===== config.mk =====
export PLATFORM = sky130hd
export DESIGN_NAME = exu_lsu
export DESIGN_NICKNAME = d
export VERILOG_FILES = /design/src/rtl/exu_lsu.sv
export SDC_FILE = /design/constraint.sdc
export NUM_CORES = 1
export LEC_CHECK = 0
export BUFFER_PORTS_ARGS = -buffer_cell sky130_fd_sc_hd__buf_4
export CAP_MARGIN = 30
export CORE_UTILIZATION = 51
export CTS_CLUSTER_DIAMETER = 50
export CTS_CLUSTER_SIZE = 25
export DETAILED_ROUTE_END_ITERATION = 16
export PLACE_DENSITY = 0.82
export SLEW_MARGIN = 10
export SYNTH_ARGS = -nofsm -noshare
export SYNTH_HDL_FRONTEND = slang
export SYNTH_SLANG_ARGS = --single-unit
export TNS_END_PERCENT = 100

===== constraint.sdc =====
create_clock -name clk -period 2.4 [get_ports clk]
set_input_delay 0.6 -clock clk [delete_from_list [all_inputs] [get_ports clk]]
set_output_delay 0.6 -clock clk [all_outputs]
set_load 0.005 [all_outputs]

===== src/rtl/exu_lsu.sv =====
// Load/store unit: single-outstanding request/grant/response bus master.
// Accepts one decoded memory op, drives it onto the data bus and returns
// aligned and extended load data, or flags misalignment, bus error or timeout.
//
// state | meaning
// IDLE  | ready for a new op
// REQ   | bus request raised, waiting for grant
// RESP  | granted, waiting for response (timeout counter running)
// DONE  | one-cycle completion, status and writeback presented
module exu_lsu #(
   parameter int TIMEOUT_CYCLES = 256,
   parameter int TO_W           = 8
) (
   input  logic        clk,
   input  logic        rst,
   input  logic        i_lsu_valid,
   output logic        o_lsu_ready,
   input  logic        i_mem_rreq,
   input  logic        i_mem_wreq,
   input  logic [1:0]  i_lsu_size,
   input  logic        i_lsu_unsigned,
   input  logic [31:0] i_lsu_addr,
   input  logic [31:0] i_lsu_wdata,
   input  logic [4:0]  i_lsu_rd,
   output logic        o_bus_req,
   input  logic        i_bus_gnt,
   output logic        o_bus_we,
   output logic [31:0] o_bus_addr,
   output logic [31:0] o_bus_wdata,
   output logic [3:0]  o_bus_wstrb,
   input  logic        i_bus_rvalid,
   input  logic [31:0] i_bus_rdata,
   input  logic        i_bus_err,
   output logic        o_lsu_done,
   output logic        o_wb_valid,
   output logic [4:0]  o_wb_rd,
   output logic [31:0] o_wb_data,
   output logic        o_lsu_misalign,
   output logic        o_lsu_err,
   output logic [31:0] o_lsu_badaddr
);

   typedef enum logic [1:0] {S_IDLE, S_REQ, S_RESP, S_DONE} state_t;

   state_t            state_q, state_d;
   logic [TO_W-1:0]   cnt_q;
   logic [31:0]       addr_q;
   logic              we_q;
   logic [1:0]        size_q;
   logic              uns_q;
   logic [4:0]        rd_q;
   logic [31:0]       bus_wdata_q;
   logic [3:0]        wstrb_q;
   logic              misalign_q;
   logic              err_q;
   logic [4:0]        wb_rd_q;
   logic [31:0]       wb_data_q;
   logic [31:0]       badaddr_q;

   logic              accept;
   logic              bad_op;
   logic              timeout;
   logic [31:0]       st_wdata;
   logic [3:0]        st_wstrb;
   logic [31:0]       ld_data;

   assign accept  = i_lsu_valid & o_lsu_ready;
   assign timeout = (cnt_q == TO_W'(TIMEOUT_CYCLES - 1));

   // Classify the incoming op: illegal encodings and misaligned addresses never reach the bus
   always_comb begin
      bad_op = 1'b0;
      if ((i_mem_rreq & i_mem_wreq) | (~i_mem_rreq & ~i_mem_wreq) | (i_lsu_size == 2'b11))
         bad_op = 1'b1;
      else if ((i_lsu_size == 2'b01) & i_lsu_addr[0])
         bad_op = 1'b1;
      else if ((i_lsu_size == 2'b10) & (i_lsu_addr[1:0] != 2'b00))
         bad_op = 1'b1;
   end

   // Store lane replication and byte enables; reads carry no strobes
   always_comb begin
      st_wdata = i_lsu_wdata;
      st_wstrb = 4'b0000;
      case (i_lsu_size)
         2'b00: begin
            st_wdata = {4{i_lsu_wdata[7:0]}};
            st_wstrb = 4'b0001 << i_lsu_addr[1:0];
         end
         2'b01: begin
            st_wdata = {2{i_lsu_wdata[15:0]}};
            st_wstrb = i_lsu_addr[1] ? 4'b1100 : 4'b0011;
         end
         default: begin
            st_wdata = i_lsu_wdata;
            st_wstrb = 4'b1111;
         end
      endcase
      if (!i_mem_wreq)
         st_wstrb = 4'b0000;
   end

   // Load lane select and sign/zero extension
   always_comb begin
      logic [7:0]  b;
      logic [15:0] h;
      b       = i_bus_rdata[8*addr_q[1:0] +: 8];
      h       = addr_q[1] ? i_bus_rdata[31:16] : i_bus_rdata[15:0];
      ld_data = i_bus_rdata;
      case (size_q)
         2'b00:   ld_data = uns_q ? {24'd0, b} : {{24{b[7]}}, b};
         2'b01:   ld_data = uns_q ? {16'd0, h} : {{16{h[15]}}, h};
         default: ld_data = i_bus_rdata;
      endcase
   end

   // State register
   always_ff @(posedge clk) begin
      if (rst) state_q <= S_IDLE;
      else     state_q <= state_d;
   end

   // Next-state logic
   always_comb begin
      state_d = state_q;
      case (state_q)
         S_IDLE:  if (accept) state_d = bad_op ? S_DONE : S_REQ;
         S_REQ:   if (i_bus_gnt) state_d = S_RESP;
         S_RESP:  if (i_bus_rvalid | timeout) state_d = S_DONE;
         S_DONE:  state_d = S_IDLE;
         default: state_d = S_IDLE;
      endcase
   end

   // Outputs decoded from state; payload comes from registers so it holds outside DONE
   always_comb begin
      o_lsu_ready    = (state_q == S_IDLE) & ~rst;
      o_bus_req      = (state_q == S_REQ);
      o_bus_we       = (state_q == S_REQ) & we_q;
      o_bus_addr     = {addr_q[31:2], 2'b00};
      o_bus_wdata    = bus_wdata_q;
      o_bus_wstrb    = wstrb_q;
      o_lsu_done     = (state_q == S_DONE);
      o_wb_valid     = (state_q == S_DONE) & ~we_q & ~misalign_q & ~err_q;
      o_lsu_misalign = (state_q == S_DONE) & misalign_q;
      o_lsu_err      = (state_q == S_DONE) & err_q;
      o_wb_rd        = wb_rd_q;
      o_wb_data      = wb_data_q;
      o_lsu_badaddr  = badaddr_q;
   end

   // Op latch, timeout counter and completion payload
   always_ff @(posedge clk) begin
      if (rst) begin
         cnt_q       <= '0;
         addr_q      <= '0;
         we_q        <= 1'b0;
         size_q      <= 2'b00;
         uns_q       <= 1'b0;
         rd_q        <= '0;
         bus_wdata_q <= '0;
         wstrb_q     <= '0;
         misalign_q  <= 1'b0;
         err_q       <= 1'b0;
         wb_rd_q     <= '0;
         wb_data_q   <= '0;
         badaddr_q   <= '0;
      end else begin
         if (accept) begin
            addr_q      <= i_lsu_addr;
            we_q        <= i_mem_wreq;
            size_q      <= i_lsu_size;
            uns_q       <= i_lsu_unsigned;
            rd_q        <= i_lsu_rd;
            bus_wdata_q <= st_wdata;
            wstrb_q     <= st_wstrb;
            misalign_q  <= bad_op;
            err_q       <= 1'b0;
            if (bad_op) begin
               wb_rd_q   <= i_lsu_rd;
               badaddr_q <= i_lsu_addr;
            end
         end
         if ((state_q == S_REQ) & i_bus_gnt)
            cnt_q <= '0;
         else if ((state_q == S_RESP) & ~i_bus_rvalid & ~timeout)
            cnt_q <= cnt_q + TO_W'(1);
         if ((state_q == S_RESP) & (i_bus_rvalid | timeout)) begin
            wb_rd_q <= rd_q;
            if (i_bus_rvalid) begin
               err_q <= i_bus_err;
               if (i_bus_err) badaddr_q <= addr_q;
               else if (!we_q) wb_data_q <= ld_data;
            end else begin
               err_q     <= 1'b1;
               badaddr_q <= addr_q;
            end
         end
      end
   end

endmodule


Word level (Yosys, flattened, before mapping) --
Index checks and enable logic that the tools add are counted.
Storage, ports and cells: word-level logic and storage cells 93, output and inout bits 144, flip-flop bits (word level) 158
Operators by class: equal/unequal tests 11, add/sub/neg operators 1, shifts and indexed selects 2, muxes and demuxes 27, reductions and logical operators 10, bitwise gates (word level) 28
Operator list (number):
- $mux W32 | 7
- $pmux W32 S2 | 2
- $shiftx A32 B6 Y8 | 1
- $and A1 B1 Y1 | 16
- $mux W16 | 1
- $mux W5 | 3
- $not A1 Y1 | 9
- $add A8 B1 Y8 const B | 1
- $eq A2 B2 Y1 const B | 4
- $eq A8 B8 Y1 const B | 1
- $mux W2 | 4
- $mux W4 | 2
- $pmux W2 S4 | 1
- $pmux W4 S2 | 1
- $eq A2 B1 Y1 const B | 3
- $logic_not A2 Y1 | 3
- $mux W1 | 6
- $reduce_bool A2 Y1 | 3
- $ne A2 B2 Y1 const B | 2
- $reduce_and A4 Y1 | 1
- $shl A1 B2 Y4 const A | 1
- $or A1 B1 Y1 | 3
- $reduce_and A3 Y1 | 1
- $ne A2 B1 Y1 const B | 1
- other kinds (2) | 2

Longest topological paths before layout --
Gate-level depths: netlist (run 1).
depth in word-level cells 10, mapped depth 8

Worst setup path before layout (run 1) --
Ideal clock, no wire load.
path kind register to register, from register state_q[0], to register wb_data_q[21], in the netlist o_wb_data[21], cell stages (with the launch flop) 8, arrival time 1759 ps, period minus slack after synthesis 1893 ps, path slack 507 ps, cell sequence dfxtp_1 > inv_1 > ha_1 > inv_2 > or4b_4 > a21oi_4 > buf_4 > a211oi_1
On the way: word-level cells in the longest chain between the ends 3
Ends and longest elaborated chain:
- from (decl) | RTL line 45 | state_t state_q, state_d;
- from (signal assigned) | RTL line 120 | else state_q <= state_d;
- $eq A2 B2 Y1 | RTL line 188 | if ((state_q == S_RESP) & (i_bus_rvalid | timeout)) begin
- $and A1 B1 Y1 | RTL line 188
- $reduce_and A4 Y1 (no source line)
- to (signal assigned) | RTL line 193 | else if (!we_q) wb_data_q <= ld_data;
- to (decl) | RTL line 57 | logic [31:0] wb_data_q;
Every way passes these cells. A chain may end at the register's enable or synchronous reset.

Worst setup path in the final report (run 1) --
from register state_q[0], to register wb_data_q[22], in the netlist o_wb_data[22]
The elaborated chain is that of the path after synthesis.

==> results.ini, run 1 <==
[global_route]
grt_pass1_wl_mm = 32.4
grt_pass1_vias = 6552
grt-ovfl-total = 0
grtUsageTotal_pct = 27.2
grt_max_degree = 83
antenna_found_initial = 0

[finish]
area_growth_syn_to_layout_pct = 30.5
final_common_cell = buf_4
final_cell_mix = buf_4, dfxtp_1, nand2_1
layout-drive-gt1-share_pct = 30.4
design_area_mm2 = 0.00974
diodes = 0
fill_cells = 1146
final_nets = 1179
fin_cells = 1252

[logic_synthesis]
ys_seq_area_share_pct = 42.4
yosys.area.top_type = dfxtp_1
synth_top_area_share_pct = 42.4
async_flop_share_pct = 0
netlist_instances = 875
netlist_area_mm2 = 0.00746
synth_area_leaders = dfxtp_1, nand3b_1, nand2_1
ys.flop_type = dfxtp_1
yosys_warnings = 0
syn_area_per_cell_um2 = 8.53
synth_cell_types = 60
synth-seq-cells = 158
synth_edf_count = 0

[clocking]
clock-sinks = 158
worstSkewPairLatency_ps = 420
ctsResizeCount = 0
clockBufferDepth = 2
root_buffer = clkbuf_16
cts_buffers = 17
postCtsSetupRepairBufs = 0
cts_max_level = 4
cts_tree = done
holdBufCountCts = 0
clkTransAtPathRegs_ps = 60

[run]
maxCapViolCount = 0

[timing]
finalCriticalPeriod_ps = 2140
slew_viol_final = 0
holdWs_ps = 372
max-slew-margin-rel_pct = 46.1
fin_skew_ps = 8.41
finalCritPeriodShare_pct = 89.1
fmax_ghz = 0.468
max_slew.worst_pin.slew_ps = 809
hold_viol = 0
finalSetupTns_ps = 0
finalSetupViolations = 0
rsz0062_at_grt = false

[place]
portBuffers = 253
place_area_mm2 = 0.00922
place_congestion = 0.847
dpl.cell_count = 1222
hpwlAfterDp_mm = 14.0

[worst_setup_path]
cpMaxStageDelayCell = or4b_4
cp.arrival_ps = 2400
worst-path-max-fanout = 16
critPathCaptureType = register
critPathKind = register to register
cp.required_ps = 2660
critPathLaunchType = register
cp_slowest_stage_delay_ps = 650
crit_family = simple AND/OR/NAND/NOR gates
crit_chain = inv_1, ha_1, inv_2, or4b_4, a21oi_4, a211oi_1
path_buf_inv = 2

[pwr]
power_density_mw_per_mm2 = 830
pwr-share-clk_pct = 30.2
swShare_pct = 30.8
power.internal_uw = 5600
vdd_drop_max_mv = 0.542
p_seq_share_pct = 41.6
power.switching_uw = 2490
p_leak_uw = 0.00415
power_uw = 8080
p_comb_share_pct = 28.2

[routing]
via_per_inst = 5.71
initialDrtViolationCount = 540
drc_errors = 0
drtPass1Iterations = 5
wl_per_cell_um = 16.6
vias = 7153
wl_mm = 20.8
ant_nets = 0

[floorplan]
core-area_mm2 = 0.0141
die_h_um = 123
row_count = 43
die_area_mm2 = 0.0151
io_pins = 256
dieWidth_um = 123
initial_core_util_pct = 53.0

[run_status]
status = complete, no violations

[worst_hold_path]
hold_path_class = primary input to register

-- cells by family after synthesis --
| family | synth area share [%] |
|---|---|
| xor+xnor | 0.453 |
| flops | 42.4 |
| fa+ha+maj | 1.01 |
| other cells | 0.0502 |
| buf+inv | 8.25 |
| compound gates | 19.2 |
| simple gates | 22.6 |
| mux | 6.00 |
-- worst register-to-register path, stage by stage (launching register included) --
cell	delay (ps)
dfxtp_1	330
inv_1	130
ha_1	200
inv_2	100
or4b_4	650
a21oi_4	420
a211oi_1	150
-- final cells by class --
type / count / area [um2] / share of cell area [%]
clock buffer: 24 / 492 / 5.05
clock inverter: 6 / 36.3 / 0.372
inverter: 9 / 33.8 / 0.347
multi-input combinational: 602 / 3690 / 37.9
sequential: 158 / 3160 / 32.5
tap: 180 / 225 / 2.31
timing repair buffer: 273 / 2100 / 21.5
-- stage by stage --
| stage | setup slack (ps) | util, % |
|---|---|---|
| after global placement | 349 | 65.4 |
| after detailed placement | 275 | 65.4 |
| after floorplan | 507 | - |
| after global routing | 68.5 | 69.1 |
| final | 262 | 69.1 |
| after CTS | 258 | 69.1 |
-- final timing paths --
check                              startpoint             to  slack, ps  cells past startpoint
worst max-delay path               state_q[0]  o_wb_data[22]        260                      6
worst max register to register     state_q[0]  o_wb_data[22]        260                      6
worst min register to register   o_wb_data[4]   o_wb_data[4]        460                      2
worst min-delay path            i_lsu_addr[4]      addr_q[4]        370                      3
-- power by group through the flow --
| stage | clock network [uW] | logic, uW | registers [uW] |
|---|---|---|---|
| CTS | 2470 | 2290 | 3360 |
| floorplan | 0 | 1360 | 3330 |
| global placement | 0 | 2230 | 3400 |
| finish | 2440 | 2280 | 3360 |
| detailed placement | 0 | 2280 | 3400 |
| global route | 2590 | 2520 | 3410 |
-- state kept, by name, indices dropped and copies added (netlist names) --
| register | count |
|---|---|
| o_wb_data | 32 |
| addr_q | 32 |
| uns_q | 1 |
| rd_q | 5 |
| size_q | 2 |
| o_bus_wstrb | 4 |
| cnt_q | 8 |
| we_q | 1 |
| misalign_q | 1 |
| o_bus_wdata | 32 |
| o_wb_rd | 5 |
| err_q | 1 |
| state_q | 2 |
| o_lsu_badaddr | 32 |
-- cell usage after synthesis (4+ instances only) --
master,instances
a211oi_1,33
a21oi_1,32
a22o_1,6
a311oi_1,35
buf_1,6
buf_2,13
buf_4,35
buf_6,4
clkbuf_1,47
dfxtp_1,158
ha_1,6
inv_1,8
mux2_2,14
mux2i_1,29
nand2_1,121
nand2b_1,11
nand3_1,40
nand3b_1,64
nor2_1,78
nor3_1,5
o21ai_0,63
o221ai_1,7
o31ai_1,6
-- metal layers --
layer,vias up,track usage (%),wire length [um],part of all wire [%]
li1,3449,-,-,-
met4,0,9.79,375,1.8
met3,28,6.41,1570,7.5
met1,3378,34.5,8800,42
met2,298,45.0,10100,48
met5,-,0,0,0
Power figures use the tool's default switching activity.
==> run 2: changes to the inputs <==
Settings changed: CORE_MARGIN set to 2, REMOVE_ABC_BUFFERS set to 1.
==> run 2 against run 1 <==
Against the previous run:
- critical path depth did not move
- design area rose by 0.72%
- setup slack improved by 16 ps
- sequential cell count did not move
- die area rose by 3.3%
- via count barely moved
- power rose by 3.1%
- combinational power rose by 2%
==> results.ini, run 2 (same netlist as run 1, synthesis figures left out) <==
[routing]
via_per_inst = 5.70
drtPass1Iterations = 5
initialDrtViolationCount = 610
wl_mm = 21.2
wl_per_cell_um = 16.9
drc_errors = 0
vias = 7160
ant_nets = 0

[clocking]
root_buffer = clkbuf_16
ctsResizeCount = 0
cts_buffers = 17
holdBufCountCts = 0
clockBufferDepth = 2
postCtsSetupRepairBufs = 0
clock-sinks = 158
worstSkewPairLatency_ps = 420
cts_max_level = 4
cts_tree = done
clkTransAtPathRegs_ps = 60

[timing]
finalCriticalPeriod_ps = 2120
slew_viol_final = 0
worst_slack_ps = 277
hold_viol = 0
fin_skew_ps = 6.79
rsz0062_at_grt = false
finalCritPeriodShare_pct = 88.4
max-slew-margin-rel_pct = 51.2
max_slew.worst_pin.slew_ps = 732
finalSetupViolations = 0
fmax_ghz = 0.471

[floorplan]
dieWidth_um = 125
die_h_um = 125
row_count = 44
die_area_mm2 = 0.0156
core-area_mm2 = 0.0144
initial_core_util_pct = 51.8
io_pins = 256

[worst_setup_path]
critPathKind = register to register
critPathLaunchType = register
cp.arrival_ps = 2400
cp.required_ps = 2680
worst-path-max-fanout = 16
r2r_slack_ps = 280
r2r_cells = 6
rr_startpoint = state_q[0]
worstReg2RegEnd = o_wb_data[22]
critPathCaptureType = register

[finish]
diodes = 0
final_nets = 1180
fin_util_pct = 68.0
layout-drive-gt1-share_pct = 30.5
design_area_mm2 = 0.00981
final_cell_mix = buf_4, dfxtp_1, nand2_1
area_growth_syn_to_layout_pct = 31.5
final_common_cell = buf_4
fin_cells = 1256

[pwr]
power_uw = 8330
power_density_mw_per_mm2 = 849
power.switching_uw = 2520
swShare_pct = 30.3
power.internal_uw = 5810
p_comb_share_pct = 28.0
p_seq_share_pct = 40.0
p_leak_uw = 0.00418
vdd_drop_max_mv = 0.589
pwr-share-clk_pct = 32.0

[global_route]
grtUsageTotal_pct = 26.6
antenna_found_initial = 0
grt-ovfl-total = 0
grt_pass1_wl_mm = 34.3
grt_max_degree = 76
grt_pass1_vias = 6713

[place]
place_congestion = 0.827
dpl.cell_count = 1227
place_area_mm2 = 0.00924
portBuffers = 253
hpwlAfterDp_mm = 14.2
pre_cts_ws_ps = 271

[worst_hold_path]
hold_path_depth = 3
min_from = i_lsu_addr[2]
worstHoldEndpoint = addr_q[2]
hold_path_class = primary input to register

[run]
maxCapViolCount = 0

[run_status]
status = complete, no violations

## run 2: routing by layer
| layer | track usage, % | wire length, um | share of wire [%] |
|---|---|---|---|
| met1 | 34.1 | 8900 | 42 |
| met2 | 42.2 | 9940 | 47 |
| met3 | 8.99 | 1750 | 8.2 |
| met4 | 9.02 | 597 | 2.8 |
| met5 | 0 | 0 | 0 |
## run 2: per-stage QoR
stage	TNS, ps	hold slack [ps]
3_3_place_gp	0	441
3_5_place_dp	0	449
2_1_floorplan	-83680	442
4_1_cts	0	357
5_1_grt	0	367
6_report	0	370
## run 2: worst max-delay path by stage
stage                          start           endpoint  slack (ps)  cells after the start
final                     state_q[0]      o_wb_data[22]         280                      6
after global routing      state_q[0]       o_wb_data[8]         150                      6
after CTS                 state_q[0]       o_wb_data[8]         270                      6
after detailed placement         rst  o_lsu_badaddr[23]         270                      5
after global placement           rst         addr_q[30]         340                      4
after floorplan                  rst   o_lsu_badaddr[0]        -970                      4
## run 2: power groups by stage
stage | clock network (uW) | logic [uW] | registers (uW)
after floorplan | 0 | 1060 | 3400
final | 2670 | 2330 | 3340
after detailed placement | 0 | 2330 | 3380
after CTS | 2700 | 2340 | 3330
after global placement | 0 | 2280 | 3370
after global routing | 2820 | 2560 | 3390
## run 2: cell type report
class	count	area (um2)
Multi-Input combinational cell	602	3690
Clock buffer	23	488
Fill cell	1225	4610
Inverter	9	33.8
Clock inverter	6	85.1
Sequential cell	158	3160
Tap cell	184	230
Timing Repair Buffer	274	2120
## run 2: critical path, stage by stage, from the launching register on
cell and delay [ps]:
dfxtp_1 330, inv_1 130, ha_1 200, inv_2 90, or4b_4 650, a21oi_4 440, a211oi_1 140
==> run 3: changes to the inputs <==
Settings changed: CORE_UTILIZATION 51 to 42, PLACE_DENSITY 0.82 to 0.7.
==> run 3 against run 2 <==
Against the previous run:
- power is 1.9% higher
- clock-buffer cell count is 5 lower
- via count is 2.6% lower
- first-iteration DRC count is 44% lower
- wire length is 1.4% higher
- register-to-register slack better by 20 ps
- critical path type unchanged
- largest cell class unchanged
- highest routed layer unchanged
==> results.ini, run 3 (same netlist as run 1, synthesis figures left out) <==
[finish]
layout-drive-gt1-share_pct = 30.9
fin_cells = 1302
fill_cells = 1621
design_area_mm2 = 0.00992
area_growth_syn_to_layout_pct = 32.9
fin_util_pct = 57.1
final_cell_mix = buf_4, dfxtp_1, nand2_1
final_nets = 1182
final_common_cell = buf_4
diodes = 0

[routing]
drtPass1Iterations = 4
ant_nets = 0
wl_per_cell_um = 16.5
wl_mm = 21.5
drc_errors = 0
vias = 6977
initialDrtViolationCount = 342
via_per_inst = 5.36

[floorplan]
core-area_mm2 = 0.0174
initial_core_util_pct = 43.0
dieWidth_um = 137
row_count = 48
die_h_um = 137
io_pins = 256
die_area_mm2 = 0.0189

[timing]
hold_viol = 0
finalSetupViolations = 0
max_slew.worst_pin.slew_ps = 639
finalCritPeriodShare_pct = 87.8
fin_skew_ps = 12.0
max-slew-margin-rel_pct = 57.4
finalCriticalPeriod_ps = 2110
fmax_ghz = 0.475
slew_viol_final = 0
rsz0062_at_grt = false

[worst_setup_path]
r2r_cells = 6
cp.arrival_ps = 2390
critPathCaptureType = register
critPathLaunchType = register
cp.required_ps = 2680
worst-path-max-fanout = 16
critPathKind = register to register

[worst_hold_path]
hold_path_class = primary input to register
hold_path_depth = 3

[clocking]
cts_max_level = 4
cts_buffers = 17
clockBufferDepth = 2
clkTransAtPathRegs_ps = 70
clock-sinks = 158
cts_tree = done
worstSkewPairLatency_ps = 430
root_buffer = clkbuf_16
holdBufCountCts = 0
ctsResizeCount = 0
postCtsSetupRepairBufs = 0

[global_route]
grt_pass1_wl_mm = 32.8
grt_pass1_vias = 6321
grt_max_degree = 132
antenna_found_initial = 0
grtUsageTotal_pct = 22.0
grt-ovfl-total = 0

[pwr]
vdd_drop_max_mv = 0.505
power_uw = 8490
p_leak_uw = 0.00421
power_density_mw_per_mm2 = 856

[place]
portBuffers = 253
hpwlAfterDp_mm = 14.4
dpl.cell_count = 1270
place_congestion = 0.808
place_area_mm2 = 0.00931

[run]
maxCapViolCount = 0

[run_status]
status = complete, no violations

run 3: area by class of cell:
type                            count  area [um2]  share of cell area, %
Clock buffer                       18         429                   4.33
Clock inverter                     14         180                   1.82
Inverter                            9        33.8                  0.341
Multi-Input combinational cell    602        3690                   37.3
Sequential cell                   158        3160                   31.9
Tap cell                          225         282                   2.84
Timing Repair Buffer              276        2130                   21.5
run 3: metal layers:
layer  up-vias  share of wire [%]  GRT usage [%]  routed length [um]
li1       3469                  -              -                   -
met3        20                7.7           6.73                1660
met2       210                 47           35.7               10200
met5         -                  0              0                   0
met4         0                1.2           7.22                 263
met1      3278                 44           27.8                9410
run 3: final timing paths:
path | from | endpoint | slack, ps
worst max-delay path | state_q[0] | o_wb_data[27] | 290
worst min-delay path | i_lsu_addr[31] | addr_q[31] | 360
worst max register to register | state_q[0] | o_wb_data[27] | 290
worst min register to register | o_wb_data[2] | o_wb_data[2] | 450
run 3: critical path: stages, from the launching register on:
cell and delay [ps]:
dfxtp_1 320, inv_1 110, ha_1 190, inv_2 100, or4b_4 650, a21oi_4 430
a211oi_1 150
run 3: report_power, final:
part           leakage, uW  switching (uW)  total (uW)  internal [uW]
clock network     0.000298            1170        2830           1660
registers          0.00129             282        3330           3050
logic              0.00262            1190        2330           1140
run 3: per-stage QoR:
step                      hold slack, ps  worst slack [ps]  TNS [ps]
after floorplan                      442              -974    -83680
after global placement               442               354         0
after detailed placement             444               302         0
after CTS                            349               296         0
after global routing                 351               160         0
final                                358               293         0
